[src/rtl/instr_fetch_queue.sv]
// instr_fetch_queue
//   Buffers instruction words from a loader (valid/ready) and issues one word
//   per clock to the cpu instruction input. Drives NOP_WORD bubbles while the
//   queue is empty and stops issuing once HALT_WORD has been issued (until
//   flush).
//
// Ports
//   clk, rst_n           clock, asynchronous active-low reset
//   wr_valid, wr_data    loader word; accepted when wr_valid && wr_ready
//   wr_ready             queue can accept (not full, not flushing, not halted)
//   cpu_stall            hold the issued word, no pop this cycle
//   flush                synchronous clear of queue, pc and FSM
//   instr, instr_vld     registered word to the cpu; instr_vld=0 marks a bubble
//   pc                   words issued since reset/flush (wraps)
//   count                queue occupancy
//   halted               FSM is in HALT
//
// Build option
//   IFQ_STATS_EN: adds saturating bubble_cnt / stall_cnt outputs.

module instr_fetch_queue #(
  parameter int unsigned    IW        = 20,
  parameter int unsigned    DEPTH     = 8,
  parameter logic [IW-1:0]  NOP_WORD  = '0,
  parameter logic [IW-1:0]  HALT_WORD = '1
) (
  input  logic                     clk,
  input  logic                     rst_n,
  input  logic                     wr_valid,
  input  logic [IW-1:0]            wr_data,
  output logic                     wr_ready,
  input  logic                     cpu_stall,
  input  logic                     flush,
  output logic [IW-1:0]            instr,
  output logic                     instr_vld,
  output logic [15:0]              pc,
  output logic [$clog2(DEPTH):0]   count,
  output logic                     halted
`ifdef IFQ_STATS_EN
  ,
  output logic [15:0]              bubble_cnt,
  output logic [15:0]              stall_cnt
`endif
);

  localparam int unsigned AW = $clog2(DEPTH);
  localparam int unsigned CW = AW + 1;

  typedef enum logic [1:0] {StIdle, StRun, StHalt} state_e;

  state_e          state_q, state_d;
  logic [IW-1:0]   mem_q [DEPTH];
  logic [AW-1:0]   wr_ptr_q, wr_ptr_d, rd_ptr_q, rd_ptr_d;
  logic [CW-1:0]   count_q, count_d;
  logic [IW-1:0]   instr_q, instr_d;
  logic            instr_vld_q, instr_vld_d;
  logic [15:0]     pc_q, pc_d;
  logic            push, pop, full;
  logic [IW-1:0]   head;

  assign full = (count_q == CW'(DEPTH));
  assign head = mem_q[rd_ptr_q];
  assign push = wr_valid && wr_ready;

  // FSM: state register
  always_ff @(posedge clk or negedge rst_n) begin
    if (!rst_n) state_q <= StIdle;
    else        state_q <= state_d;
  end

  // FSM: next state
  always_comb begin
    state_d = state_q;
    unique case (state_q)
      StIdle: if (push) state_d = StRun;
      StRun: begin
        if (pop && head == HALT_WORD)                   state_d = StHalt;
        else if (pop && !push && count_q == CW'(1))     state_d = StIdle;
      end
      StHalt: state_d = StHalt;
      default: state_d = StIdle;
    endcase
    if (flush) state_d = StIdle;
  end

  // FSM: outputs / handshake decode. Full is taken from the registered count,
  // so a pop from a full queue only reopens wr_ready on the following cycle.
  always_comb begin
    halted   = (state_q == StHalt);
    wr_ready = !full && !flush && !halted;
    pop      = !cpu_stall && (count_q != '0) && !halted && !flush;
  end

  // Datapath next state; flush overrides push, pop and stall.
  always_comb begin
    wr_ptr_d    = wr_ptr_q;
    rd_ptr_d    = rd_ptr_q;
    count_d     = count_q;
    instr_d     = instr_q;
    instr_vld_d = instr_vld_q;
    pc_d        = pc_q;
    if (flush) begin
      wr_ptr_d    = '0;
      rd_ptr_d    = '0;
      count_d     = '0;
      instr_d     = NOP_WORD;
      instr_vld_d = 1'b0;
      pc_d        = '0;
    end else begin
      if (push) wr_ptr_d = wr_ptr_q + AW'(1);
      if (pop)  rd_ptr_d = rd_ptr_q + AW'(1);
      if (push && !pop)      count_d = count_q + CW'(1);
      else if (!push && pop) count_d = count_q - CW'(1);
      if (pop) begin
        instr_d     = head;
        instr_vld_d = 1'b1;
        pc_d        = pc_q + 16'd1;
      end else if (!cpu_stall) begin
        instr_d     = NOP_WORD;
        instr_vld_d = 1'b0;
      end
    end
  end

  always_ff @(posedge clk or negedge rst_n) begin
    if (!rst_n) begin
      wr_ptr_q    <= '0;
      rd_ptr_q    <= '0;
      count_q     <= '0;
      instr_q     <= NOP_WORD;
      instr_vld_q <= 1'b0;
      pc_q        <= '0;
    end else begin
      wr_ptr_q    <= wr_ptr_d;
      rd_ptr_q    <= rd_ptr_d;
      count_q     <= count_d;
      instr_q     <= instr_d;
      instr_vld_q <= instr_vld_d;
      pc_q        <= pc_d;
    end
  end

  // Storage needs no reset; occupancy tracks validity.
  always_ff @(posedge clk) begin
    if (push) mem_q[wr_ptr_q] <= wr_data;
  end

  assign instr     = instr_q;
  assign instr_vld = instr_vld_q;
  assign pc        = pc_q;
  assign count     = count_q;

`ifdef IFQ_STATS_EN
  logic [15:0] bubble_cnt_q, stall_cnt_q;
  logic        bubble;

  assign bubble = !cpu_stall && !pop && !halted;

  always_ff @(posedge clk or negedge rst_n) begin
    if (!rst_n) begin
      bubble_cnt_q <= '0;
      stall_cnt_q  <= '0;
    end else if (flush) begin
      bubble_cnt_q <= '0;
      stall_cnt_q  <= '0;
    end else begin
      if (bubble && bubble_cnt_q != 16'hFFFF)   bubble_cnt_q <= bubble_cnt_q + 16'd1;
      if (cpu_stall && stall_cnt_q != 16'hFFFF) stall_cnt_q  <= stall_cnt_q + 16'd1;
    end
  end

  assign bubble_cnt = bubble_cnt_q;
  assign stall_cnt  = stall_cnt_q;
`endif

endmodule

[config.mk]
export PLATFORM = sky130hd
export DESIGN_NAME = instr_fetch_queue
export DESIGN_NICKNAME = d
export VERILOG_FILES = /design/src/rtl/instr_fetch_queue.sv
export SDC_FILE = /design/constraint.sdc
export NUM_CORES = 1
export LEC_CHECK = 0
export BUFFER_PORTS_ARGS = -buffer_cell sky130_fd_sc_hd__buf_4
export CORE_ASPECT_RATIO = 2
export CORE_UTILIZATION = 64
export CTS_BUF_LIST = sky130_fd_sc_hd__clkbuf_4 sky130_fd_sc_hd__clkbuf_8 sky130_fd_sc_hd__clkbuf_16
export DETAILED_ROUTE_END_ITERATION = 8
export HOLD_SLACK_MARGIN = 0.06
export PLACE_DENSITY = 0.95
export SYNTH_ARGS = -nofsm -noshare
export SYNTH_HDL_FRONTEND = slang
export SYNTH_SLANG_ARGS = --single-unit
[constraint.sdc]
create_clock -name clk -period 6 [get_ports clk]
set_clock_uncertainty 0.2 [all_clocks]
set_input_delay 1.2 -clock clk [delete_from_list [all_inputs] [get_ports clk]]
set_output_delay 1.2 -clock clk [all_outputs]
set_load 0.005 [all_outputs]
==> impl_metrics.csv, run 1 <==
group,metric,value,unit
cts,cts.path.max_buffers,3,
cts,cts_max_level,1,
pwr,combPwrFrac,22.4,%
pwr,clock_power_share,29.0,%
placement,dp_hpwl,12400,um
sta,fmax,0.302,GHz
logic_synthesis,avgSynthCellArea,16.3,um^2
critical_path,end_kind,"output port",
critical_path,critPathLaunchType,"input pin",
critical_path,crit_chain,"buf_4 > inv_1 > and3_1 > buf_4",
route,drt_iter0_drc,385,
critical_path,cp_num_cells,4,
pwr,switchingPower,1.02,mW
worst_hold_path,min_path_type,"flop to flop",
global_routing,grt_start_max_net_pins,50,
sta,fin_crit_sh,55.3,%
sta,fin_crit,3320,ps
global_routing,grt_pass1_vias,5077,
pwr,power_frac_seq,48.6,%
critical_path,path_class,"input pin to output port",
critical_path,rrSetupSlack,2800,ps
sta,final-hold-violation-count,0,
critical_path,cp-startpoint,"flush",
critical_path,arrival,1920,ps
route,wl,18600,um
run_status,outcome,"completed",
logic_synthesis,async_reset_ff_share,23.4,%
critical_path,cp.required,4600,ps
final_layout,fin_nets,613,
final_layout,antenna_cells,0,
die,num_rows,58,
critical_path,r2r-start,"rd_ptr_q[1]",
critical_path,cp_slowest_cell,"buf_4",
die,initial_core_util,66.0,%
cts,path_clk_slew,70,ps
cts,holdBufCountCts,0,
sta,drv_slew,0,
pwr,p_per_area,377,mW/mm^2
route,routedWlPerCell,25.0,um
die,core_area,0.0127,mm^2
critical_path,critPathMostFrequentCell,"buf_4",
die,die_w,82.9,um
logic_synthesis,syn_area,0.00838,mm^2
final_layout,area.growth.synth_to_final,12.9,%
logic_synthesis,synthFlopType,"edfxtp_1",
global_routing,grt_antenna_before_repair,0,
sta,tns,0,ps
pwr,p_leak,3.41,nW
critical_path,critical_path_buf_inv_count,3,
logic_synthesis,synth_seq_cells,209,
die,die_y,164,um
pwr,power.internal,2.54,mW
global_routing,grt_pass1_wl,28400,um
die,fp.dieArea,0.0136,mm^2
cts,root_buffer,"clkbuf_16",
sta,rsz0062_at_grt,"false",
route,first_pass_iters,5,
global_routing,grt-ovfl-total,0,
logic_synthesis,syn-num-nets,545,
route,drc,0,
cts,worst_skew_pair.late_latency,490,ps
cts,post-cts-setup-buffer-count,0,
critical_path,cp-endpoint,"wr_ready",
die,ios,68,
cts,cts.sinks,209,
critical_path,path_delay_family,"buffers and inverters",
sta,setup_viol,0,
route,drt-vias-per-instance,6.54,
global_routing,grtUsageTotal,28.3,%
placement,place_congestion,0.887,
route,vias,4850,
cts,cts_buffers,17,
logic_synthesis,synth_seq_area_share,72.0,%
critical_path,crit_path_max_fanout,32,
placement,port-buffer-count,67,
logic_synthesis,synth_cells,514,
cts,cts_tree,"built",
critical_path,timing.rr.end,"state_q[0]",
route,drtAntennaViolNets,0,
pwr,swShare,28.7,%
logic_synthesis,synth_edf_count,160,
critical_path,max_stage_delay,300,ps
logic_synthesis,ys_types,44,
run,drv_cap,0,
final_layout,drive_above_1_share,23.5,%
cts,cts_resized,0,
sta,tightestPinTransition,1160,ps
sta,slew-limit-headroom,22.3,%
pwr,irDropWorstVdd,300,uV
critical_path,rr_worst_depth,7,
logic_synthesis,synth-warning-count,0,
sta,fin_hold_ws,285,ps
worst min path at each step:
| stage | startpoint | slack (ps) | to | cells past startpoint |
|---|---|---|---|---|
| floorplan | instr_vld | 270 | instr_vld | 2 |
| global placement | instr_vld | 270 | instr_vld | 2 |
| detailed placement | instr[10] | 270 | instr[10] | 2 |
| CTS | instr[10] | 290 | instr[10] | 2 |
| global route | instr[12] | 320 | instr[12] | 2 |
| finish | instr[10] | 290 | instr[10] | 2 |
metrics by stage:
stage	instances	util, %	worst slack [ps]	instance area, um^2	total power, mW
final	742	74.4	2680	9450	3.57
after global routing	742	74.4	2630	9450	3.67
after CTS	742	74.4	2690	9450	3.56
after detailed placement	713	70.5	2350	8950	2.55
after global placement	713	70.5	2500	8950	2.49
after floorplan	514	-	2330	8380	2.29
power by group through the flow:
stage	clock, mW	combinational (mW)	sequential (mW)
after floorplan	0	0.562	1.73
after global placement	0	0.741	1.75
after detailed placement	0	0.785	1.76
after CTS	1.04	0.796	1.73
after global routing	1.08	0.846	1.74
final	1.03	0.799	1.73
worst min-delay path: stages (launching register included):
cell,delay (ps)
dfrtp_1,350
nand2_1,50
o21ai_0,60
sequential cells by signal, indices dropped and copies added (netlist names):
register / count
rd_ptr_q: 3
wr_ptr_q: 3
instr: 20
count: 4
state_q: 2
mem_q: 160
pc: 16
instr_vld: 1
cell usage after synthesis (2+ instances only):
| cell | n | area share, % |
|---|---|---|
| o21ai_0 | 35 | 2.1 |
| nand2b_1 | 3 | 0.22 |
| ha_1 | 6 | 0.90 |
| buf_6 | 8 | 1.1 |
| nor4_1 | 2 | 0.15 |
| mux4_2 | 22 | 5.9 |
| nand2_1 | 40 | 1.8 |
| a22oi_1 | 16 | 1.4 |
| clkbuf_1 | 8 | 0.36 |
| nand4_1 | 5 | 0.37 |
| buf_2 | 2 | 0.12 |
| and2_1 | 2 | 0.15 |
| xnor2_1 | 10 | 1.0 |
| a221oi_1 | 2 | 0.21 |
| buf_4 | 4 | 0.36 |
| nand3_1 | 10 | 0.60 |
| dfrtp_1 | 49 | 15 |
| inv_1 | 5 | 0.22 |
| nor3_1 | 5 | 0.30 |
| edfxtp_1 | 160 | 57 |
| xor2_1 | 12 | 1.3 |
| a21oi_1 | 6 | 0.36 |
| nor4b_1 | 2 | 0.21 |
| and3_1 | 6 | 0.45 |
| buf_8 | 2 | 0.36 |
| mux2i_1 | 37 | 4.4 |
| a22o_1 | 2 | 0.21 |
| nor2_1 | 37 | 1.7 |
routing by layer:
metal / vias to the layer above / track usage, % / share of wire (%)
met1: 2424 / 30.7 / 33
met5: - / 0 / 0
li1: 2079 / - / -
met4: 0 / 18.6 / 6.1
met3: 76 / 3.67 / 5.8
met2: 271 / 51.5 / 55
final cells by class:
class,instances,area [um^2]
Sequential cell,209,6030
Fill cell,705,3250
Multi-Input combinational cell,275,2160
Timing Repair Buffer,73,548
Clock buffer,21,455
Tap cell,150,188
Clock inverter,8,51.3
Inverter,6,22.5
logic make-up after synthesis:
kind of cell | after synthesis | share of synthesized area [%]
flops | 209 | 72.0
simple gates | 122 | 7.16
compound gates | 66 | 4.77
mux | 59 | 10.3
buf+inv | 30 | 2.54
xor+xnor | 22 | 2.30
fa+ha+maj | 6 | 0.896
layout by cell type (no fill, tap or decap), drive strengths merged, types with 6 or more instances in the layout:
| cell | instances |
|---|---|
| xor2 | 12 |
| a22oi | 16 |
| and3 | 6 |
| a21oi | 6 |
| xnor2 | 10 |
| mux2i | 37 |
| nor2 | 38 |
| o21ai | 35 |
| ha | 6 |
| dfrtp | 49 |
| buf | 73 |
| nand2 | 40 |
| inv | 7 |
| mux4 | 22 |
| clkbuf | 21 |
| nand3 | 10 |
| edfxtp | 160 |
Note: power is estimated with default switching activity, not from simulation.
==> run 2: changes to the inputs <==
Settings changed: CORE_UTILIZATION 64 to 54, PLACE_DENSITY 0.95 to 0.88.
Clock period 6 ns to 2.74 ns, I/O delays scaled along.
==> run 2 against run 1 <==
Against the previous run: sequential power rose by 120%; worst setup slack got worse by 2600 ps; first-iteration DRC count rose by 3.4%.
==> impl_metrics.csv, run 2 (same netlist as run 1, synthesis figures left out) <==
group,metric,value,unit
run_status,outcome,"completed",
pwr,p_leak,3.51,nW
sta,rsz0062_at_grt,"false",
cts,cts.path.max_buffers,3,
final_layout,fin_nets,624,
cts,cts_buffers,17,
pwr,clock_power_share,28.8,%
route,drt-vias-per-instance,5.98,
global_routing,grt_start_max_net_pins,56,
die,core_area,0.0152,mm^2
placement,dp.cells,771,
critical_path,crit_path_max_fanout,55,
pwr,swShare,27.5,%
route,drt_iter0_drc,398,
route,first_pass_iters,5,
placement,port-buffer-count,67,
final_layout,antenna_cells,0,
route,wl,17000,um
cts,cts_tree,"built",
critical_path,critPathLaunchType,"flop",
route,drtAntennaViolNets,0,
final_layout,n_fill_cell,1001,
sta,final-hold-violation-count,0,
critical_path,end_kind,"flop",
sta,setup_viol,0,
global_routing,grt_pass1_wl,26700,um
global_routing,grt-ovfl-total,0,
final_layout,layout_common_cells,"160 x edfxtp_1, 73 x buf_4, 47 x dfrtp_1",
sta,fmax,0.382,GHz
global_routing,grt_pass1_vias,4965,
placement,place_area,0.00921,mm^2
route,routedWlPerCell,21.3,um
sta,fin_crit,2610,ps
critical_path,arrival,2780,ps
final_layout,design_area,0.00974,mm^2
global_routing,grt_antenna_before_repair,0,
critical_path,cp.required,2900,ps
final_layout,stdcell_count,800,
final_layout,drive_above_1_share,24.6,%
final_layout,utilization,64.0,%
die,die_y,178,um
final_layout,largest_reg_flops,160,
worst_hold_path,min_path_type,"input pin to flop",
sta,tightestPinTransition,623,ps
pwr,combPwrFrac,22.8,%
die,initial_core_util,55.0,%
sta,slew-limit-headroom,58.5,%
final_layout,multi_input_comb_area,0.00216,mm^2
cts,cts.sinks,209,
final_layout,area.growth.synth_to_final,16.3,%
critical_path,path_class,"flop to flop",
final_layout,top_register,"mem_q",
pwr,power.internal,5.67,mW
cts,cts_max_level,1,
die,num_rows,64,
global_routing,grtUsageTotal,21.9,%
die,die_w,90.1,um
cts,root_buffer,"clkbuf_16",
sta,drv_slew,0,
final_layout,final_common_cell,"edfxtp_1",
sta,fin_crit_sh,95.4,%
route,vias,4782,
die,fp.dieArea,0.0160,mm^2
placement,place_congestion,0.808,
placement,dp_hpwl,11200,um
pwr,switchingPower,2.15,mW
die,ios,68,
pwr,p_per_area,803,mW/mm^2
run,drv_cap,0,
cts,worst_skew_pair.late_latency,470,ps
cts,path_clk_slew,70,ps
route,drc,0,
pwr,power_frac_seq,48.4,%
sta,tns,0,ps
pwr,irDropWorstVdd,354,uV
final_layout,regArea,0.00603,mm^2
## run 2: stage by stage
step / power [mW] / setup WS, ps / hold slack [ps]
floorplan: 5.02 / 32.8 / 52.4
global placement: 5.54 / 120 / 264
detailed placement: 5.60 / 53.9 / 280
CTS: 7.83 / 143 / 101
global route: 8.12 / 30.2 / 102
finish: 7.82 / 125 / 106
## run 2: final timing paths
path                             start     endpoint  slack, ps  cells after the start
min in group asynchronous        rst_n     instr[8]        450                      2
max in group asynchronous        rst_n  rd_ptr_q[1]       1420                      2
hold / removal              wr_data[6]  mem_q[4][6]        110                      1
setup reg to reg           rd_ptr_q[1]   state_q[0]        130                      8
setup / recovery           rd_ptr_q[1]   state_q[0]        130                      8
hold reg to reg               instr[2]     instr[2]        300                      2
## run 2: layer usage
layer | track usage, % | part of all wire [%] | vias up
met4 | 10.7 | 3.3 | 0
met1 | 25.3 | 36 | 2399
met5 | 0 | 0 | -
met2 | 40.2 | 55 | 232
li1 | - | - | 2108
met3 | 2.51 | 6.0 | 43
## run 2: what timing repair did
item / CTS / global route
resized for setup: 0 / 3
setup endpoints to repair: 0 / 1
setup buffers: 0 / 0
hold endpoints to repair: 49 / 0
hold buffers: 1 / 0
## run 2: area by class of cell
class	count	area share, %
Sequential cell	209	61.9
Multi-Input combinational cell	275	22.2
Timing Repair Buffer	84	7.86
Clock buffer	23	4.96
Tap cell	198	2.54
Clock inverter	5	0.257
Inverter	6	0.231
## run 2: power groups by stage
stage,Sequential [mW],Combinational (mW),Clock (mW)
2_1_floorplan,3.79,1.23,0
3_3_place_gp,3.83,1.71,0
3_5_place_dp,3.84,1.76,0
4_1_cts,3.78,1.77,2.28
5_1_grt,3.80,1.92,2.39
6_report,3.79,1.78,2.25
## run 2: worst max-delay path: stages (launching register included)
cell	delay, ps
dfrtp_2	390
buf_16	300
buf_4	230
mux2i_1	90
a22oi_1	180
o21ai_0	180
nor4b_1	450
nand4_1	220
o211a_1	250
